<file path="config.mk">
export PLATFORM = sky130hd
export DESIGN_NAME = mem_access_unit
export DESIGN_NICKNAME = d
export VERILOG_FILES = /design/src/rtl/mem_access_unit_pkg.sv /design/src/rtl/mem_access_unit_load_formatter.sv /design/src/rtl/mem_access_unit.sv
export SDC_FILE = /design/constraint.sdc
export NUM_CORES = 1
export LEC_CHECK = 0
export BUFFER_PORTS_ARGS = -buffer_cell sky130_fd_sc_hd__buf_4
export CAP_MARGIN = 20
export CORE_MARGIN = 1
export CORE_UTILIZATION = 51
export DETAILED_ROUTE_END_ITERATION = 6
export PLACE_DENSITY = 0.89
export SYNTH_ARGS = -nofsm -noshare
export SYNTH_HDL_FRONTEND = slang
export SYNTH_SLANG_ARGS = --single-unit
</file>
<file path="constraint.sdc">
create_clock -name clk -period 4.3 [get_ports clk]
set_input_delay 0 -clock clk [delete_from_list [all_inputs] [get_ports clk]]
set_output_delay 0 -clock clk [all_outputs]
set_load 0.02 [all_outputs]
</file>
<file path="src/rtl/mem_access_unit_pkg.sv">
// Shared constants for the memory access unit: EXE op codes, bus size
// encodings, FSM states and small op-decoding helpers.
package mem_access_unit_pkg;

    // Memory op codes from the datapath's EXE_*_OP set
    localparam logic [7:0] EXE_LB_OP  = 8'b1110_0000;
    localparam logic [7:0] EXE_LH_OP  = 8'b1110_0001;
    localparam logic [7:0] EXE_LW_OP  = 8'b1110_0011;
    localparam logic [7:0] EXE_LBU_OP = 8'b1110_0100;
    localparam logic [7:0] EXE_LHU_OP = 8'b1110_0101;
    localparam logic [7:0] EXE_SB_OP  = 8'b1110_1000;
    localparam logic [7:0] EXE_SH_OP  = 8'b1110_1001;
    localparam logic [7:0] EXE_SW_OP  = 8'b1110_1011;

    // Bus transfer size encodings
    localparam logic [1:0] SIZE_BYTE = 2'd0;
    localparam logic [1:0] SIZE_HALF = 2'd1;
    localparam logic [1:0] SIZE_WORD = 2'd2;

    // Access FSM states
    typedef enum logic [1:0] {
        ST_IDLE = 2'd0,
        ST_REQ  = 2'd1,
        ST_WAIT = 2'd2,
        ST_DONE = 2'd3
    } state_e;

    function automatic logic is_load_op(input logic [7:0] code);
        return (code == EXE_LB_OP)  || (code == EXE_LBU_OP) ||
               (code == EXE_LH_OP)  || (code == EXE_LHU_OP) ||
               (code == EXE_LW_OP);
    endfunction

    function automatic logic is_store_op(input logic [7:0] code);
        return (code == EXE_SB_OP) || (code == EXE_SH_OP) || (code == EXE_SW_OP);
    endfunction

    function automatic logic is_mem_op(input logic [7:0] code);
        return is_load_op(code) || is_store_op(code);
    endfunction

    // Transfer size implied by a memory op; non-memory ops fall to word
    function automatic logic [1:0] op_size(input logic [7:0] code);
        logic [1:0] sz;
        case (code)
            EXE_LB_OP, EXE_LBU_OP, EXE_SB_OP: sz = SIZE_BYTE;
            EXE_LH_OP, EXE_LHU_OP, EXE_SH_OP: sz = SIZE_HALF;
            default:                          sz = SIZE_WORD;
        endcase
        return sz;
    endfunction

    // Natural alignment: halves on even addresses, words on multiples of 4
    function automatic logic is_aligned(input logic [1:0] sz, input logic [1:0] lo);
        logic ok;
        case (sz)
            SIZE_HALF: ok = ~lo[0];
            SIZE_WORD: ok = (lo == 2'b00);
            default:   ok = 1'b1;
        endcase
        return ok;
    endfunction

endpackage

</file>
<file path="src/rtl/mem_access_unit_load_formatter.sv">
// Combinational load-result formatter: selects the addressed byte or half
// from the returned bus word and sign- or zero-extends it.
module mem_access_unit_load_formatter (
    input  logic [7:0]  op,
    input  logic [1:0]  addr_lo,
    input  logic [31:0] data_rdata,
    output logic [31:0] rdata
);
    import mem_access_unit_pkg::*;

    logic [7:0]  lane [4];
    logic [7:0]  byte_v;
    logic [15:0] half_v;

    // Split the bus word into its four byte lanes
    for (genvar gi = 0; gi < 4; gi++) begin : g_lane
        assign lane[gi] = data_rdata[8*gi +: 8];
    end

    // Pick the addressed lane(s) and extend according to the op
    always_comb begin
        byte_v = lane[addr_lo];
        half_v = addr_lo[1] ? data_rdata[31:16] : data_rdata[15:0];
        case (op)
            EXE_LB_OP:  rdata = {{24{byte_v[7]}}, byte_v};
            EXE_LBU_OP: rdata = {24'h000000, byte_v};
            EXE_LH_OP:  rdata = {{16{half_v[15]}}, half_v};
            EXE_LHU_OP: rdata = {16'h0000, half_v};
            default:    rdata = data_rdata;
        endcase
    end

endmodule

</file>
<file path="src/rtl/mem_access_unit.sv">
// Memory-stage load/store unit: alignment check, store lane replication,
// single-outstanding request/response bus handshake and pipeline stall.
module mem_access_unit #(
    parameter int ADDR_W = 32,
    parameter int DATA_W = 32
) (
    input  logic              clk,
    input  logic              rst,
    input  logic              op_valid,
    input  logic [7:0]        op,
    input  logic [ADDR_W-1:0] addr,
    input  logic [DATA_W-1:0] wdata,
    output logic              stall,
    output logic              result_valid,
    output logic [DATA_W-1:0] rdata,
    output logic              adel,
    output logic              ades,
    output logic [ADDR_W-1:0] badvaddr,
    output logic              data_req,
    output logic              data_wr,
    output logic [1:0]        data_size,
    output logic [ADDR_W-1:0] data_addr,
    output logic [DATA_W-1:0] data_wdata,
    input  logic              data_addr_ok,
    input  logic              data_data_ok,
    input  logic [DATA_W-1:0] data_rdata
);
    import mem_access_unit_pkg::*;

    state_e            state_q, state_d;
    logic [7:0]        op_q, op_d;
    logic [ADDR_W-1:0] addr_q, addr_d;
    logic [DATA_W-1:0] wdata_q, wdata_d;
    logic [1:0]        size_q, size_d;
    logic              wr_q, wr_d;
    logic [DATA_W-1:0] rdata_q, rdata_d;

    logic              in_mem;
    logic              in_load;
    logic [1:0]        in_size;
    logic              in_aligned;
    logic              try_access;
    logic              accept;
    logic              misalign;
    logic [DATA_W-1:0] store_data;
    logic [DATA_W-1:0] fmt_rdata;

    // Decode the incoming op; only an IDLE unit looks at it
    always_comb begin
        in_mem     = is_mem_op(op);
        in_load    = is_load_op(op);
        in_size    = op_size(op);
        in_aligned = is_aligned(in_size, addr[1:0]);
        try_access = (state_q == ST_IDLE) && op_valid && in_mem;
        accept     = try_access && in_aligned;
        misalign   = try_access && !in_aligned;
        case (in_size)
            SIZE_BYTE: store_data = {4{wdata[7:0]}};
            SIZE_HALF: store_data = {2{wdata[15:0]}};
            default:   store_data = wdata;
        endcase
    end

    // Address errors are raised in the same cycle and never reach the bus
    always_comb begin
        adel     = misalign && in_load;
        ades     = misalign && !in_load;
        badvaddr = misalign ? addr : '0;
    end

    // Byte/half extraction of the returned bus word for the latched load
    mem_access_unit_load_formatter u_load_formatter (
        .op         (op_q),
        .addr_lo    (addr_q[1:0]),
        .data_rdata (data_rdata),
        .rdata      (fmt_rdata)
    );

    // Next-state and handshake outputs; reset suppresses requests at once
    always_comb begin
        state_d      = state_q;
        op_d         = op_q;
        addr_d       = addr_q;
        wdata_d      = wdata_q;
        size_d       = size_q;
        wr_d         = wr_q;
        rdata_d      = rdata_q;
        data_req     = 1'b0;
        result_valid = 1'b0;
        stall        = 1'b0;
        case (state_q)
            ST_IDLE: begin
                if (accept) begin
                    state_d = ST_REQ;
                    op_d    = op;
                    addr_d  = addr;
                    wdata_d = store_data;
                    size_d  = in_size;
                    wr_d    = !in_load;
                    stall   = 1'b1;
                end
            end
            ST_REQ: begin
                data_req = 1'b1;
                stall    = 1'b1;
                if (data_addr_ok) begin
                    if (data_data_ok) begin
                        state_d = ST_DONE;
                        if (!wr_q) begin
                            rdata_d = fmt_rdata;
                        end
                    end else begin
                        state_d = ST_WAIT;
                    end
                end
            end
            ST_WAIT: begin
                stall = 1'b1;
                if (data_data_ok) begin
                    state_d = ST_DONE;
                    if (!wr_q) begin
                        rdata_d = fmt_rdata;
                    end
                end
            end
            ST_DONE: begin
                result_valid = 1'b1;
                state_d      = ST_IDLE;
            end
            default: state_d = ST_IDLE;
        endcase
        if (rst) begin
            data_req     = 1'b0;
            result_valid = 1'b0;
            stall        = 1'b0;
        end
    end

    // State and latched-request registers
    always_ff @(posedge clk) begin
        if (rst) begin
            state_q <= ST_IDLE;
            op_q    <= '0;
            addr_q  <= '0;
            wdata_q <= '0;
            size_q  <= '0;
            wr_q    <= 1'b0;
            rdata_q <= '0;
        end else begin
            state_q <= state_d;
            op_q    <= op_d;
            addr_q  <= addr_d;
            wdata_q <= wdata_d;
            size_q  <= size_d;
            wr_q    <= wr_d;
            rdata_q <= rdata_d;
        end
    end

    // Bus fields come straight from the latched request so they stay stable
    always_comb begin
        data_wr    = wr_q;
        data_size  = size_q;
        data_addr  = addr_q;
        data_wdata = wdata_q;
        rdata      = rdata_q;
    end

endmodule

</file>
Yosys cells after proc, flatten, opt, wreduce, memory -nomap -nowiden
Cells that the tools add are included.
Storage, ports and cells
  memories kept: 0
  bits in latches: 0
  bits of input ports: 109
  bits in writable memories: 0
  bits in read-only memories: 0
  flip-flop bits (word level): 109
  output and inout bits: 136
Cells by class
  shifts and indexed selects: 0
  bitwise gates (word level): 2
  reductions and logical operators: 25
  magnitude comparators: 1
  divide/modulo/power cells: 0
  add/subtract/negate cells: 0
  multipliers: 0
  equal/unequal tests: 20
  muxes and demuxes: 25
Operator list (count)
  32-bit two-way mux: 4
  32-bit one-hot mux with 2 select lines: 2
  32-bit one-hot mux with 4 select lines: 1
  8-bit == test, second input constant: 12
  8-bit binary-select mux with 2-bit select: 1
  16-bit two-way mux: 1
  8-bit two-way mux: 2
  2-bit one-hot mux with 4 select lines: 1
  1-bit logical OR: 7
  1-bit two-way mux: 7
  2-bit == test, second input constant: 3
  1-bit logical AND: 6
  2-bit logical NOT: 3
  2-bit two-way mux: 3
  2-bit != test, second input constant: 3
  3-bit OR reduction: 2
  2-bit by 1-bit == test with 1-bit output, second input constant: 2
  1-bit one-hot mux with 2 select lines: 2
  2-bit one-hot mux with 2 select lines: 1
  2-bit AND reduction: 2
  3-bit >= comparator, second input constant: 1
  2-bit inverter with 3-bit output: 1
  3-bit AND reduction: 1
  1-bit logical NOT: 2
  other kinds (3): 3

Depth between registers and ports, before layout
  depth in word-level cells: 11
  gate-level depth with buffers: 8
  depth with buffers taken out: 6

Modules after synthesis
A second synthesis with hierarchy kept.
Unflattened totals
  cell total of the unflattened synthesis: 676
  area total of the unflattened synthesis: 5461.5 µm²
By module, submodules not included
  mem_access_unit: cells each 588, area an instance 4817.1 µm², times used 1, sequential area each 2182.1 µm²
  mem_access_unit_load_formatter: cells each 88, area an instance 644.4 µm², times used 1, sequential area each 0.0 µm²

Worst setup path before layout
OpenSTA, ideal clock, no wires.
  path type: flip-flop to flip-flop
  start point: register addr_q[1] (netlist: data_addr[1])
  end point: register rdata_q[20] (netlist: rdata[20])
  period minus slack after synthesis: 2.018 ns
  path slack: 2.282 ns
  buffers on the path: 2
  arrival time: 1.884 ns
  data required time: 4.166 ns
  stages on the path, launching flop included: 7
  cells stage by stage: dfxtp_1 > buf_2 > mux4_2 > mux2_2 > a21oi_2 > buf_6 > a211oi_1
On the way
  longest elaborated chain between the ends: 9
  elaborated cells between the ends (all ways): 10
  classes of those cells: mux: 9; bitwise: 1
Ends and longest elaborated chain
  start, declared: line mem_access_unit.sv:32  | logic [ADDR_W-1:0] addr_q, addr_d;
  start signal, assigned: line mem_access_unit.sv:152  | addr_q <= addr_d;
  2-bit inverter with 3-bit output (implied by the code): line mem_access_unit_load_formatter.sv:22  | byte_v = lane[addr_lo];
  8-bit binary-select mux with 2-bit select: line mem_access_unit_load_formatter.sv:22
  8-bit two-way mux (implied by the code) (2 in a row): line mem_access_unit_load_formatter.sv:22
  32-bit one-hot mux with 4 select lines *: line mem_access_unit_load_formatter.sv:24  | case (op)
  32-bit two-way mux *: line mem_access_unit.sv:109, mem_access_unit.sv:121
  32-bit two-way mux *: line mem_access_unit.sv:107  | if (data_data_ok) begin
  32-bit two-way mux: line mem_access_unit.sv:106  | if (data_addr_ok) begin
  32-bit one-hot mux with 2 select lines *: line mem_access_unit.sv:91  | case (state_q)
  end signal, assigned: line mem_access_unit.sv:156  | rdata_q <= rdata_d;
  end, declared: line mem_access_unit.sv:36  | logic [DATA_W-1:0] rdata_q, rdata_d;
Every way passes the cells marked *; elsewhere a longest branch is shown, timed or not. The select of a mux whose other input is x is not followed.
A chain may end at the register's enable or synchronous reset.

Worst setup path after layout
  start point: input port op[2]
  end point: register wdata_q[23] (netlist: data_wdata[23])
On the way
  longest elaborated chain between the ends: 9
  elaborated cells between the ends (all ways): 26
  classes of those cells: eq/ne: 10; mux: 3; reduce/logical: 13
Ends and longest elaborated chain
  start, declared: line mem_access_unit.sv:10  | input logic [7:0] op,
  branches (longest 9 deep; another with 8-bit == test)
  end signal, assigned: line mem_access_unit.sv:153  | wdata_q <= wdata_d;
  end, declared: line mem_access_unit.sv:33  | logic [DATA_W-1:0] wdata_q, wdata_d;
Parallel ways; which one is timed is not known.

==> results.py <==
metrics = {
    "worst_setup_path": {
        "critical-path-slowest-cell": "dlygate4sd3_1",
        "crit_chain": "dlygate4sd3_1 -> buf_4 -> nor3b_1 -> or2_2 -> buf_4 -> a21oi_1 -> a311oi_1 -> dlygate4sd3_1",
        "crit_path_start_kind": "primary input",
        "required_ns": 4.62,
        "critPathCaptureType": "flip-flop",
        "reg2reg_depth": 6,
        "r2r_end": "data_wdata[23]",
        "reg2reg_slack_ns": 1.44,
        "cp_slowest_stage_delay_ns": 0.59,
        "critPathMaxFanout": 49,
        "worstPathArrival_ns": 3.49,
        "r2r-start": "state_q[0]",
        "path_class": "in2reg",
    },
    "cells_and_area": {
        "syn_to_final_growth_pct": 57.22,
        "nets": 1085,
        "drive_gt1_share_pct": 29.13,
        "fin_cells": 1111,
        "diodes": 0,
    },
    "die": {
        "dieArea_sq_um": 10990,
        "initial_core_util_pct": 52.47,
        "fp.dieW_um": 104.8,
        "ios": 245,
        "rows": 37,
        "coreArea_sq_um": 10280,
        "die_height_um": 104.8,
    },
    "sta": {
        "hold_ws_ns": 0.01106,
        "fin_skew_ns": 0.009533,
        "hold_violations": 0,
        "min_period_ns": 3.171,
        "max_freq_ghz": 0.3153,
        "relSlewSlack_pct": 26.44,
        "drv_slew": 0,
        "fin_setup_tns_ns": 0,
        "finalCritPeriodShare_pct": 73.75,
        "setup_violations": 0,
        "rsz0062_at_grt": "false",
        "tightest_slew_ns": 1.101,
        "worst_slack_ns": 1.129,
    },
    "global_route": {
        "first_global_vias": 7029,
        "grt_util_met1_pct": 44.18,
        "grt_max_degree": 85,
        "use_met3_pct": 9.357,
        "grt_usage_pct": 40.80,
        "top_usage_layer": "met2",
        "grt.overflow.total": 0,
        "gr-usage-met2_pct": 70.62,
        "antenna_found_initial": 1,
        "grt_pass1_wl_um": 35790,
    },
    "synth": {
        "yosysWarningCount": 0,
        "syn_area_sq_um": 5393,
        "yosys.area.top_type": "dfxtp_1",
        "yosysTopAreaCellShare_pct": 40.46,
        "syn-num-nets": 781,
        "synth_cells": 666,
        "synthFlopType": "dfxtp_1",
        "yosysSeqAreaShare_pct": 40.46,
        "synth_common_cells": "dfxtp_1, a21oi_1, nand3_1",
        "synth.distinct_cells": 48,
        "synth-edff-count": 0,
        "ys_ff_latch": 109,
        "synth.most_common_cell": "dfxtp_1",
        "syn_avg_cell_area_sq_um": 8.097,
        "synth_area_leaders": "dfxtp_1, a21oi_1, nand3_1, o21ai_0, and2_1",
        "ys_async_sr_fraction_pct": 0,
    },
    "clocking": {
        "post_cts_buffers": 0,
        "cts_tree": "done",
        "worstSkewPairLatency_ns": 0.38,
        "cts.path.max_buffers": 2,
        "cts_htree_levels": 3,
        "cts_sinks": 109,
        "cts_buffers": 9,
        "path_clk_slew_ns": 0.10,
        "cts_root_buf": "clkbuf_8",
    },
    "min_path": {
        "hold_depth": 3,
        "worstHoldEndpoint": "rdata[7]",
        "min-delay-start": "data_rdata[7]",
        "hp-class": "in2reg",
    },
    "detailed_routing": {
        "viasPerCell": 6.275,
        "wire_per_inst_um": 20.59,
        "drc": 0,
        "dr.first_iter.drc_count": 693,
        "drtAntennaViolNets": 0,
        "drtPass1Iterations": 5,
        "drt_wl_total_um": 22880,
        "vias": 6971,
    },
    "power_and_ir_drop": {
        "clock_power_share_pct": 32.1,
        "p_sw_mw": 0.5300,
        "seq_power_share_pct": 51.3,
        "p_leak_nw": 3.523,
        "total_power_mw": 1.994,
        "pwr_density_cell_nw_per_um2": 235.2,
        "max-vdd-ir-drop_mv": 0.2098,
        "sw_frac_of_total_pct": 26.59,
        "power.internal_mw": 1.464,
        "pwr-share-comb_pct": 16.6,
    },
    "placed_design": {
        "pre_cts_ws_ns": 1.909,
        "port-buffer-count": 244,
        "dpl.hpwl_um": 12850,
        "placed_cells": 986,
        "routabilityCongestion": 0.9551,
    },
    "flow_run": {
        "cap_viol_max_count": 0,
    },
    "status": {
        "status": "completed",
    },
}
## worst max path at each step
stage,start,endpoint,slack [ns],cells past startpoint
6_report,op[2],data_wdata[23],1.13,8
3_3_place_gp,state_q[0],data_size[0],2.02,6
5_1_grt,op[2],data_wdata[23],1.01,8
4_1_cts,op[2],data_wdata[22],1.39,8
3_5_place_dp,state_q[0],data_addr[22],1.91,6
2_1_floorplan,data_addr[1],rdata[20],2.28,6
## layout by cell type (no fill, tap or decap), types with 2 or more instances in the layout
cell | Yosys | layout
a21oi_1 | 92 | 92
mux2_2 | 2 | 2
dlygate4sd3_1 | 0 | 108
and4b_1 | 2 | 2
a311oi_1 | 24 | 24
nand3_1 | 65 | 65
a31o_1 | 5 | 5
nand2_1 | 53 | 53
clkbuf_8 | 0 | 10
nor3b_1 | 8 | 8
and3b_1 | 6 | 6
o2111ai_1 | 8 | 8
clkinvlp_4 | 0 | 3
a31oi_1 | 7 | 7
mux2i_1 | 16 | 16
clkinv_2 | 0 | 2
ha_1 | 6 | 6
o21bai_1 | 8 | 8
buf_4 | 2 | 253
and2_1 | 34 | 34
o21ai_0 | 57 | 57
mux4_2 | 2 | 2
dfxtp_1 | 109 | 109
nor2_1 | 32 | 31
nor3_1 | 2 | 2
nor2b_1 | 5 | 5
nand2b_1 | 4 | 4
inv_1 | 5 | 5
nor2_2 | 2 | 2
a211oi_1 | 19 | 19
a32oi_1 | 6 | 6
## state kept, by name (all words and copies together), names as in the netlist
signal and flops:
state_q 2, data_size 2, data_addr 32, data_wr 1, op_q 8, data_wdata 32, rdata 32
## power by group through the flow
stage | Combinational, mW | Sequential, mW | Clock (mW)
global placement | 0.235 | 1.04 | 0
CTS | 0.311 | 1.02 | 0.634
global route | 0.345 | 1.02 | 0.684
detailed placement | 0.239 | 1.05 | 0
floorplan | 0.0958 | 1.05 | 0
finish | 0.332 | 1.02 | 0.639
## critical path, delay by kind of cell
family | cells | cell delay (ns)
buf+inv | 4 | 1.90
simple gates | 2 | 1.02
compound gates | 2 | 0.54
## area by class of cell
cell class / instances / area (sq um)
clock inverters: 6 / 62.56
well taps: 136 / 170.2
flip-flops and latches: 109 / 2182
repair buffers: 362 / 2992
inverters: 5 / 18.77
clock buffers: 10 / 137.6
fillers: 589 / 1799
multi-input cells: 483 / 2915
## layer usage
metal,vias to the layer above,routed length (um)
met5,-,8
li1,3021,-
met1,3232,8173
met4,2,1498
met2,561,11160
met3,155,2042
## what timing repair did
| item | 4_1_cts | 5_1_grt |
|---|---|---|
| hold buffers | 108 | 0 |
| hold endpoints to repair | 96 | 0 |
| gates resized for setup | 0 | 0 |
## metrics by stage
stage	cell area, sq um	util [%]
after global routing	8478	82.49
after detailed placement	7186	69.92
after floorplan	5393	-
final	8478	82.49
after CTS	8467	82.38
after global placement	7186	69.92
## kinds of logic after synthesis
| kind of cell | synth area share [%] |
|---|---|
| fa+ha+maj | 1.392 |
| simple gates | 21.07 |
| mux | 4.223 |
| buf+inv | 5.847 |
| flops | 40.46 |
| compound gates | 27.01 |
(Power assumes the default switching activity.)
